[src/rtl/dsm_pkg.sv]
// ---------------------------------------------------------------------------
// dsm_pkg
// Shared constants, types and helpers for the interpolating delta-sigma DAC
// path (dsm_interp_modulator and its modulator core dsm_mod2).
//   IN_W      : host sample width (two's complement)
//   OSR_LOG2  : log2 of the interpolation ratio / tick period
//   ACC_W     : modulator integrator width (saturating)
//   CIC_W     : CIC datapath width, wide enough for the R^(N-1) = 64 gain
//   FS        : modulator full-scale feedback magnitude
// ---------------------------------------------------------------------------
package dsm_pkg;

   localparam int IN_W     = 16;
   localparam int OSR_LOG2 = 6;
   localparam int ACC_W    = 20;
   localparam int CIC_W    = IN_W + OSR_LOG2;
   localparam int FS       = 2 ** (IN_W - 1);

   typedef logic signed [IN_W-1:0]  sample_t;
   typedef logic signed [ACC_W-1:0] acc_t;
   typedef logic signed [CIC_W-1:0] cic_t;

   // Two guard bits: an integrator value plus two FS-sized terms never
   // overflows before it is clamped.
   typedef logic signed [ACC_W+1:0] acc_wide_t;

   localparam int        ACC_LIM   = (2 ** (ACC_W - 1)) - 1;
   localparam acc_t      ACC_POS   = acc_t'(ACC_LIM);
   localparam acc_t      ACC_NEG   = acc_t'(-ACC_LIM);
   localparam acc_wide_t ACC_POS_W = acc_wide_t'(ACC_LIM);
   localparam acc_wide_t ACC_NEG_W = acc_wide_t'(-ACC_LIM);

   // Clamp a guarded sum into the symmetric integrator range; the
   // integrators must never wrap, or the loop would lose its sign and
   // become unstable.
   function automatic acc_t sat_acc(input acc_wide_t v);
      if (v > ACC_POS_W) begin
         return ACC_POS;
      end else if (v < ACC_NEG_W) begin
         return ACC_NEG;
      end else begin
         return v[ACC_W-1:0];
      end
   endfunction

endpackage

[src/rtl/dsm_mod2.sv]
// ---------------------------------------------------------------------------
// dsm_mod2
// Second-order CIFB delta-sigma modulator with a 1-bit quantiser.
// The decision v is taken from the sign of the second integrator; both
// integrators subtract the +/-FS feedback and saturate symmetrically.
// The second integrator accumulates the freshly updated first integrator,
// which gives the classic (1 - z^-1)^2 noise transfer function.
// Ports:
//   clk   in   bitstream-rate clock
//   rst   in   asynchronous active-high reset
//   i_u   in   interpolated sample (two's complement, FS = 2^15)
//   o_bit out  registered decision, 1 = +FS, 0 = -FS
// ---------------------------------------------------------------------------
module dsm_mod2
   import dsm_pkg::*;
(
   input  logic    clk,
   input  logic    rst,
   input  sample_t i_u,
   output logic    o_bit
);

   acc_t      r_s1;
   acc_t      r_s2;
   logic      r_bit;

   logic      w_v;
   acc_wide_t w_fb;
   acc_wide_t w_s1_sum;
   acc_wide_t w_s2_sum;
   acc_t      w_s1_next;
   acc_t      w_s2_next;

   // s2 >= 0 (sign bit clear) selects the positive feedback level.
   assign w_v       = ~r_s2[ACC_W-1];
   assign w_fb      = w_v ? acc_wide_t'(FS) : -acc_wide_t'(FS);

   assign w_s1_sum  = acc_wide_t'(r_s1) + acc_wide_t'(i_u) - w_fb;
   assign w_s1_next = sat_acc(w_s1_sum);

   assign w_s2_sum  = acc_wide_t'(r_s2) + acc_wide_t'(w_s1_next) - w_fb;
   assign w_s2_next = sat_acc(w_s2_sum);

   always_ff @(posedge clk or posedge rst) begin
      if (rst) begin
         r_s1  <= '0;
         r_s2  <= '0;
         r_bit <= 1'b0;
      end else begin
         r_s1  <= w_s1_next;
         r_s2  <= w_s2_next;
         r_bit <= w_v;
      end
   end

   assign o_bit = r_bit;

endmodule

[src/rtl/dsm_interp_modulator.sv]
// ---------------------------------------------------------------------------
// dsm_interp_modulator
// Playback path of the delta-sigma codec: the host loads 16-bit samples as
// MSB/LSB byte pairs into a one-deep staging register, a free-running
// divide-by-64 tick pulls one sample per frame, a 2-stage CIC interpolates
// it by 64 (zero-stuffed, unity DC gain) and dsm_mod2 turns the result into
// a 1-bit bitstream at the clock rate.
// Ports:
//   clk         in   system / bitstream clock
//   rst         in   asynchronous active-high reset
//   in_byte     in   sample byte
//   byte_valid  in   in_byte valid this cycle
//   byte_first  in   with byte_valid: 1 = MSB byte, 0 = LSB byte
//   bit_out     out  modulator bitstream (1 = +FS, 0 = -FS)
//   sample_tick out  one-cycle pulse at each low-rate sample instant
//   sample_req  out  one-cycle pulse the cycle after sample_tick
//   underrun    out  sticky: a tick found no fresh sample
//   overrun     out  sticky: a sample landed on a still-full staging register
// ---------------------------------------------------------------------------
module dsm_interp_modulator
   import dsm_pkg::*;
(
   input  logic       clk,
   input  logic       rst,
   input  logic [7:0] in_byte,
   input  logic       byte_valid,
   input  logic       byte_first,
   output logic       bit_out,
   output logic       sample_tick,
   output logic       sample_req,
   output logic       underrun,
   output logic       overrun
);

   localparam logic [OSR_LOG2-1:0] TICK_LAST = '1;

   // Tick generation
   logic [OSR_LOG2-1:0] r_tick_cnt;
   logic                r_req;

   // Byte assembly and staging
   logic [7:0]          r_msb;
   logic                r_msb_pending;
   sample_t             r_staging;
   logic                r_staging_valid;
   logic                r_underrun;
   logic                r_overrun;

   // CIC interpolator
   sample_t             r_x;
   cic_t                r_c1;
   cic_t                r_i1;
   cic_t                r_i2;

   logic                w_tick;
   logic                w_complete;
   sample_t             w_x_sel;
   cic_t                w_c1;
   cic_t                w_c2;
   cic_t                w_int_in;
   cic_t                w_i1_next;
   sample_t             w_u;
   logic                w_bit;

   // ------------------------------------------------------------------
   // Sample-rate tick: same divide-by-64 framing as the decimator.
   // ------------------------------------------------------------------
   assign w_tick = (r_tick_cnt == TICK_LAST);

   always_ff @(posedge clk or posedge rst) begin
      if (rst) begin
         r_tick_cnt <= '0;
         r_req      <= 1'b0;
      end else begin
         r_tick_cnt <= r_tick_cnt + OSR_LOG2'(1);
         r_req      <= w_tick;
      end
   end

   // ------------------------------------------------------------------
   // Byte assembly. An LSB only completes a sample when an MSB is pending;
   // a repeated MSB simply replaces the held one.
   // ------------------------------------------------------------------
   assign w_complete = byte_valid & ~byte_first & r_msb_pending;

   always_ff @(posedge clk or posedge rst) begin
      if (rst) begin
         r_msb           <= '0;
         r_msb_pending   <= 1'b0;
         r_staging       <= '0;
         r_staging_valid <= 1'b0;
         r_underrun      <= 1'b0;
         r_overrun       <= 1'b0;
      end else begin
         if (byte_valid & byte_first) begin
            r_msb         <= in_byte;
            r_msb_pending <= 1'b1;
         end else if (w_complete) begin
            r_msb_pending <= 1'b0;
         end

         // NOTE: non-blocking assignment keeps r_staging at its old value
         // for the whole tick cycle, so the tick consumes the previous
         // sample while a sample completing in that same cycle gets staged.
         if (w_complete) begin
            r_staging <= {r_msb, in_byte};
         end

         if (w_tick) begin
            // Consumption empties staging; a same-cycle completion refills
            // it, and that is not an overrun.
            r_staging_valid <= w_complete;
            if (!r_staging_valid) begin
               r_underrun <= 1'b1;
            end
         end else if (w_complete) begin
            r_staging_valid <= 1'b1;
            if (r_staging_valid) begin
               r_overrun <= 1'b1;
            end
         end
      end
   end

   // ------------------------------------------------------------------
   // CIC interpolator. Combs run at the low rate on the tick; the
   // integrators run every clock on the zero-stuffed comb output.
   // Wrap-around arithmetic is intentional: the comb/integrator pairs
   // cancel any wrap exactly.
   // ------------------------------------------------------------------
   assign w_x_sel    = r_staging_valid ? r_staging : r_x;
   assign w_c1       = cic_t'(w_x_sel) - cic_t'(r_x);
   assign w_c2       = w_c1 - r_c1;
   assign w_int_in   = w_tick ? w_c2 : '0;
   assign w_i1_next  = r_i1 + w_int_in;

   always_ff @(posedge clk or posedge rst) begin
      if (rst) begin
         r_x  <= '0;
         r_c1 <= '0;
         r_i1 <= '0;
         r_i2 <= '0;
      end else begin
         if (w_tick) begin
            r_x  <= w_x_sel;
            r_c1 <= w_c1;
         end
         r_i1 <= w_i1_next;
         // Second integrator takes the updated first integrator so a step
         // on x settles at the output exactly 64 cycles after its tick.
         r_i2 <= r_i2 + w_i1_next;
      end
   end

   // Divide out the 64x interpolation gain; the result fits IN_W bits.
   assign w_u = sample_t'(r_i2 >>> OSR_LOG2);

   // ------------------------------------------------------------------
   // Delta-sigma modulator
   // ------------------------------------------------------------------
   dsm_mod2 u_mod2 (
      .clk   (clk),
      .rst   (rst),
      .i_u   (w_u),
      .o_bit (w_bit)
   );

   assign bit_out     = w_bit;
   assign sample_tick = w_tick;
   assign sample_req  = r_req;
   assign underrun    = r_underrun;
   assign overrun     = r_overrun;

endmodule

[config.mk]
export PLATFORM = sky130hd
export DESIGN_NAME = dsm_interp_modulator
export DESIGN_NICKNAME = d
export VERILOG_FILES = /design/src/rtl/dsm_pkg.sv /design/src/rtl/dsm_mod2.sv /design/src/rtl/dsm_interp_modulator.sv
export SDC_FILE = /design/constraint.sdc
export NUM_CORES = 1
export LEC_CHECK = 0
export CAP_MARGIN = 20
export CORE_ASPECT_RATIO = 0.9
export CORE_MARGIN = 1
export CORE_UTILIZATION = 40
export DETAILED_ROUTE_END_ITERATION = 6
export DONT_BUFFER_PORTS = 1
export SETUP_SLACK_MARGIN = 0.15
export SYNTH_ARGS = -nofsm -noshare
export SYNTH_HDL_FRONTEND = slang
export SYNTH_SLANG_ARGS = --single-unit
[constraint.sdc]
create_clock -name clk -period 12 [get_ports clk]
set_clock_uncertainty 0.15 [all_clocks]
set_input_delay 1.8 -clock clk [delete_from_list [all_inputs] [get_ports clk]]
set_output_delay 1.8 -clock clk [all_outputs]
set_load 0.1 [all_outputs]
==> impl_metrics.tcl <==
set metrics [dict create \
    path_class "reg -> reg" \
    synth-seq-cells 153 \
    ctsRootBufferMaster "clkbuf_16" \
    grt_pass1_vias 8349 \
    syn_area_sq_um 11100 \
    drv_slew 0 \
    layout-drive-gt1-share_pct 7.30 \
    drc 0 \
    hold_path_depth 1 \
    hold_start "r_tick_cnt[5]" \
    fin_util_pct 44.6 \
    worst_pin_slew_ps 896 \
    power_mw 1.56 \
    via_count 8508 \
    synth_warnings 0 \
    maxCapViolations 0 \
    grt_start_max_net_pins 93 \
    tns_ps 0 \
    r2r_end "u_mod2.r_s2[7]" \
    final_cell_area_sq_um 12100 \
    grt_use_met3_pct 3.22 \
    period_needed_ps 9880 \
    ys_types 75 \
    timing.fmax_ghz 0.101 \
    ys_async_sr_fraction_pct 100 \
    ant_nets 0 \
    fin_ws_ps 2120 \
    post_cts_buffers 0 \
    grtUsageMet2_pct 28.2 \
    synth_cells 1206 \
    track_usage_pct 17.9 \
    routed_wl_um 23900 \
    dp_slack_ps 2190 \
    reg2reg_depth 40 \
    rrSetupSlack_ps 2120 \
    clock_sinks 153 \
    slowest_delay_ps 510 \
    start_kind "flop" \
    relSlewSlack_pct 40.3 \
    overflow 0 \
    clock_latency_ps 440 \
    cts_max_level 4 \
    gr-usage-met1_pct 24.8 \
    hold_end "r_tick_cnt[5]" \
    cts_resized 0 \
    setup_viol 0 \
    clkTransAtPathRegs_ps 70 \
    antenna_cells 0 \
    die_w_um 178 \
    antenna_found_initial 0 \
    min_path_type "reg -> reg" \
    p_leak_nw 5.94 \
    dieHeight_um 160 \
    worstPathMaxFanout 13 \
    powerDensity_nw_per_um2 129 \
    dr.pass1.iters 5 \
    synthFlopType "dfrtp_1" \
    tritoncts "done" \
    start_util_pct 41.0 \
    yosysSeqAreaShare_pct 34.3 \
    port_buffers 0 \
    area_growth_syn_to_layout_pct 8.65 \
    crit_slowest_cell "o21ai_1" \
    instances_no_fill 1573 \
    rsz0062_at_grt "false" \
    clk_path_buf_depth 2 \
    hpwlAfterDp_um 18100 \
    avgSynthCellArea_sq_um 9.24 \
    drtIter0Drc 531 \
    hold-worst-slack_ps 318 \
    reg2reg_from "r_i2[6]" \
    viasPerCell 5.41 \
    status "completed" \
    rows 57 \
    cp.required_ps 12140 \
    hold_violations 0 \
    wl_per_cell_um 15.2 \
    busiest_layer "met2" \
    crit_start "r_i2[6]" \
    dpl.cell_count 1541 \
    placed_area_sq_um 11500 \
    period_share_pct 82.3 \
    nNetsFinal 1352 \
    path_common_cell "ha_1" \
    placeableCoreArea_sq_um 27200 \
    holdBufCountCts 0 \
    gp_congestion 0.868 \
    ir_worst_vdd_uv 107 \
    grt_pass1_wl_um 41100 \
    cts_made_buffers 17 \
    endpoint_kind "flop" \
    synth-edff-count 0 \
    io_pins 17 \
    dieArea_sq_um 28500 \
    synth_nets 1352 \
    crit_arrival_ps 10030 \
]
==> state kept, by name, indices dropped and copies added, names as in the netlist <==
signal,cells
r_c1,17
r_msb,8
r_x,16
u_mod2.r_s2,20
sample_req,1
r_staging_valid,1
overrun,1
r_tick_cnt,6
r_i1,22
r_msb_pending,1
u_mod2.o_bit,1
r_i2,22
r_staging,16
u_mod2.r_s1,20
underrun,1
==> placed cells by master (no fill, tap or decap), types with 5 or more instances in the layout <==
master / n
or3_1: 9
and4_1: 7
and2_1: 6
nor2_1: 79
a211oi_1: 10
o21a_1: 16
o21ai_0: 119
and3_1: 18
xor2_1: 39
or2_2: 9
nand2b_1: 18
o21bai_1: 12
o211ai_1: 14
a21o_1: 28
fa_1: 8
inv_6: 7
a21oi_1: 73
a21boi_0: 5
nor2b_1: 20
nand3_1: 21
a31oi_1: 15
nand2_1: 92
nor3_1: 27
o31ai_1: 11
ha_1: 126
xnor2_1: 62
inv_1: 79
mux2_2: 26
clkbuf_16: 17
dfrtp_1: 153
==> synth_stat cells (5+ instances only) <==
| master | n | area share [%] |
|---|---|---|
| dfrtp_1 | 153 | 34 |
| ha_1 | 126 | 14 |
| o21ai_0 | 119 | 5.3 |
| nand2_1 | 92 | 3.1 |
| inv_1 | 80 | 2.7 |
| nor2_1 | 79 | 2.7 |
| a21oi_1 | 73 | 3.3 |
| xnor2_1 | 62 | 4.9 |
| xor2_1 | 39 | 3.1 |
| a21o_1 | 28 | 1.9 |
| nor3_1 | 27 | 1.2 |
| mux2_2 | 26 | 2.6 |
| nand3_1 | 21 | 0.94 |
| nor2b_1 | 20 | 1.1 |
| and3_1 | 18 | 1.0 |
| nand2b_1 | 18 | 1.0 |
| o21a_1 | 16 | 1.1 |
| a31oi_1 | 15 | 0.84 |
| clkbuf_1 | 15 | 0.51 |
| o211ai_1 | 14 | 0.94 |
| o21bai_1 | 12 | 0.81 |
| o31ai_1 | 11 | 0.74 |
| a211oi_1 | 10 | 0.67 |
| or2_2 | 9 | 0.51 |
| or3_1 | 9 | 0.51 |
| fa_1 | 8 | 1.4 |
| and4_1 | 7 | 0.55 |
| and2_1 | 6 | 0.34 |
| a21boi_0 | 5 | 0.34 |
==> layer usage <==
| metal | part of all wire (%) | routed length, um | vias up |
|---|---|---|---|
| li1 | - | - | 4343 |
| met1 | 50 | 12000 | 4034 |
| met2 | 46 | 10900 | 101 |
| met3 | 2.6 | 628 | 30 |
| met4 | 1.7 | 417 | 0 |
| met5 | 0 | 0 | - |
==> where the power goes <==
group | switching, mW | leakage [nW] | internal (mW)
combinational | 0.274 | 3.64 | 0.204
sequential | 0.0111 | 2.01 | 0.535
clock | 0.245 | 0.282 | 0.294
==> cell families (layout without fill, tap and decap cells) <==
| group | count (synthesis) | after routing | synth area share, % |
|---|---|---|---|
| AO/OA/AOI/OAI | 357 | 357 | 21.2 |
| buffers and inverters | 104 | 117 | 3.60 |
| XOR/XNOR | 101 | 101 | 7.93 |
| adder cells (fa/ha/maj) | 134 | 134 | 15.6 |
| AND/OR/NAND/NOR | 327 | 327 | 14.4 |
| flip-flops | 153 | 153 | 34.3 |
| multiplexers | 30 | 30 | 2.99 |
==> critical path: cells and delay by family (launching register included) <==
kind / cells / cell delay (ps)
flip-flops: 1 / 360
adder cells (fa/ha/maj): 6 / 1740
AND/OR/NAND/NOR: 10 / 2150
buffers and inverters: 2 / 120
AO/OA/AOI/OAI: 20 / 4900
XOR/XNOR: 2 / 320
==> final cells by class <==
class                      instances  area, sq um
sequential                       153         3830
fill                            2577        15100
multi-input combinational        949         6920
tap                              354          443
inverter                          81          309
clock inverter                    15          159
timing repair buffer               4         30.0
clock buffer                      17          425
==> worst max path at each step <==
stage | depth (start not counted) | slack [ps] | end
global placement | 40 | 2600 | u_mod2.r_s2[2]
CTS | 40 | 2180 | u_mod2.r_s2[7]
finish | 40 | 2120 | u_mod2.r_s2[7]
floorplan | 42 | 3560 | u_mod2.r_s2[2]
detailed placement | 40 | 2190 | u_mod2.r_s2[17]
global route | 40 | 1150 | u_mod2.r_s2[7]
Note: power is estimated with default switching activity, not from simulation.
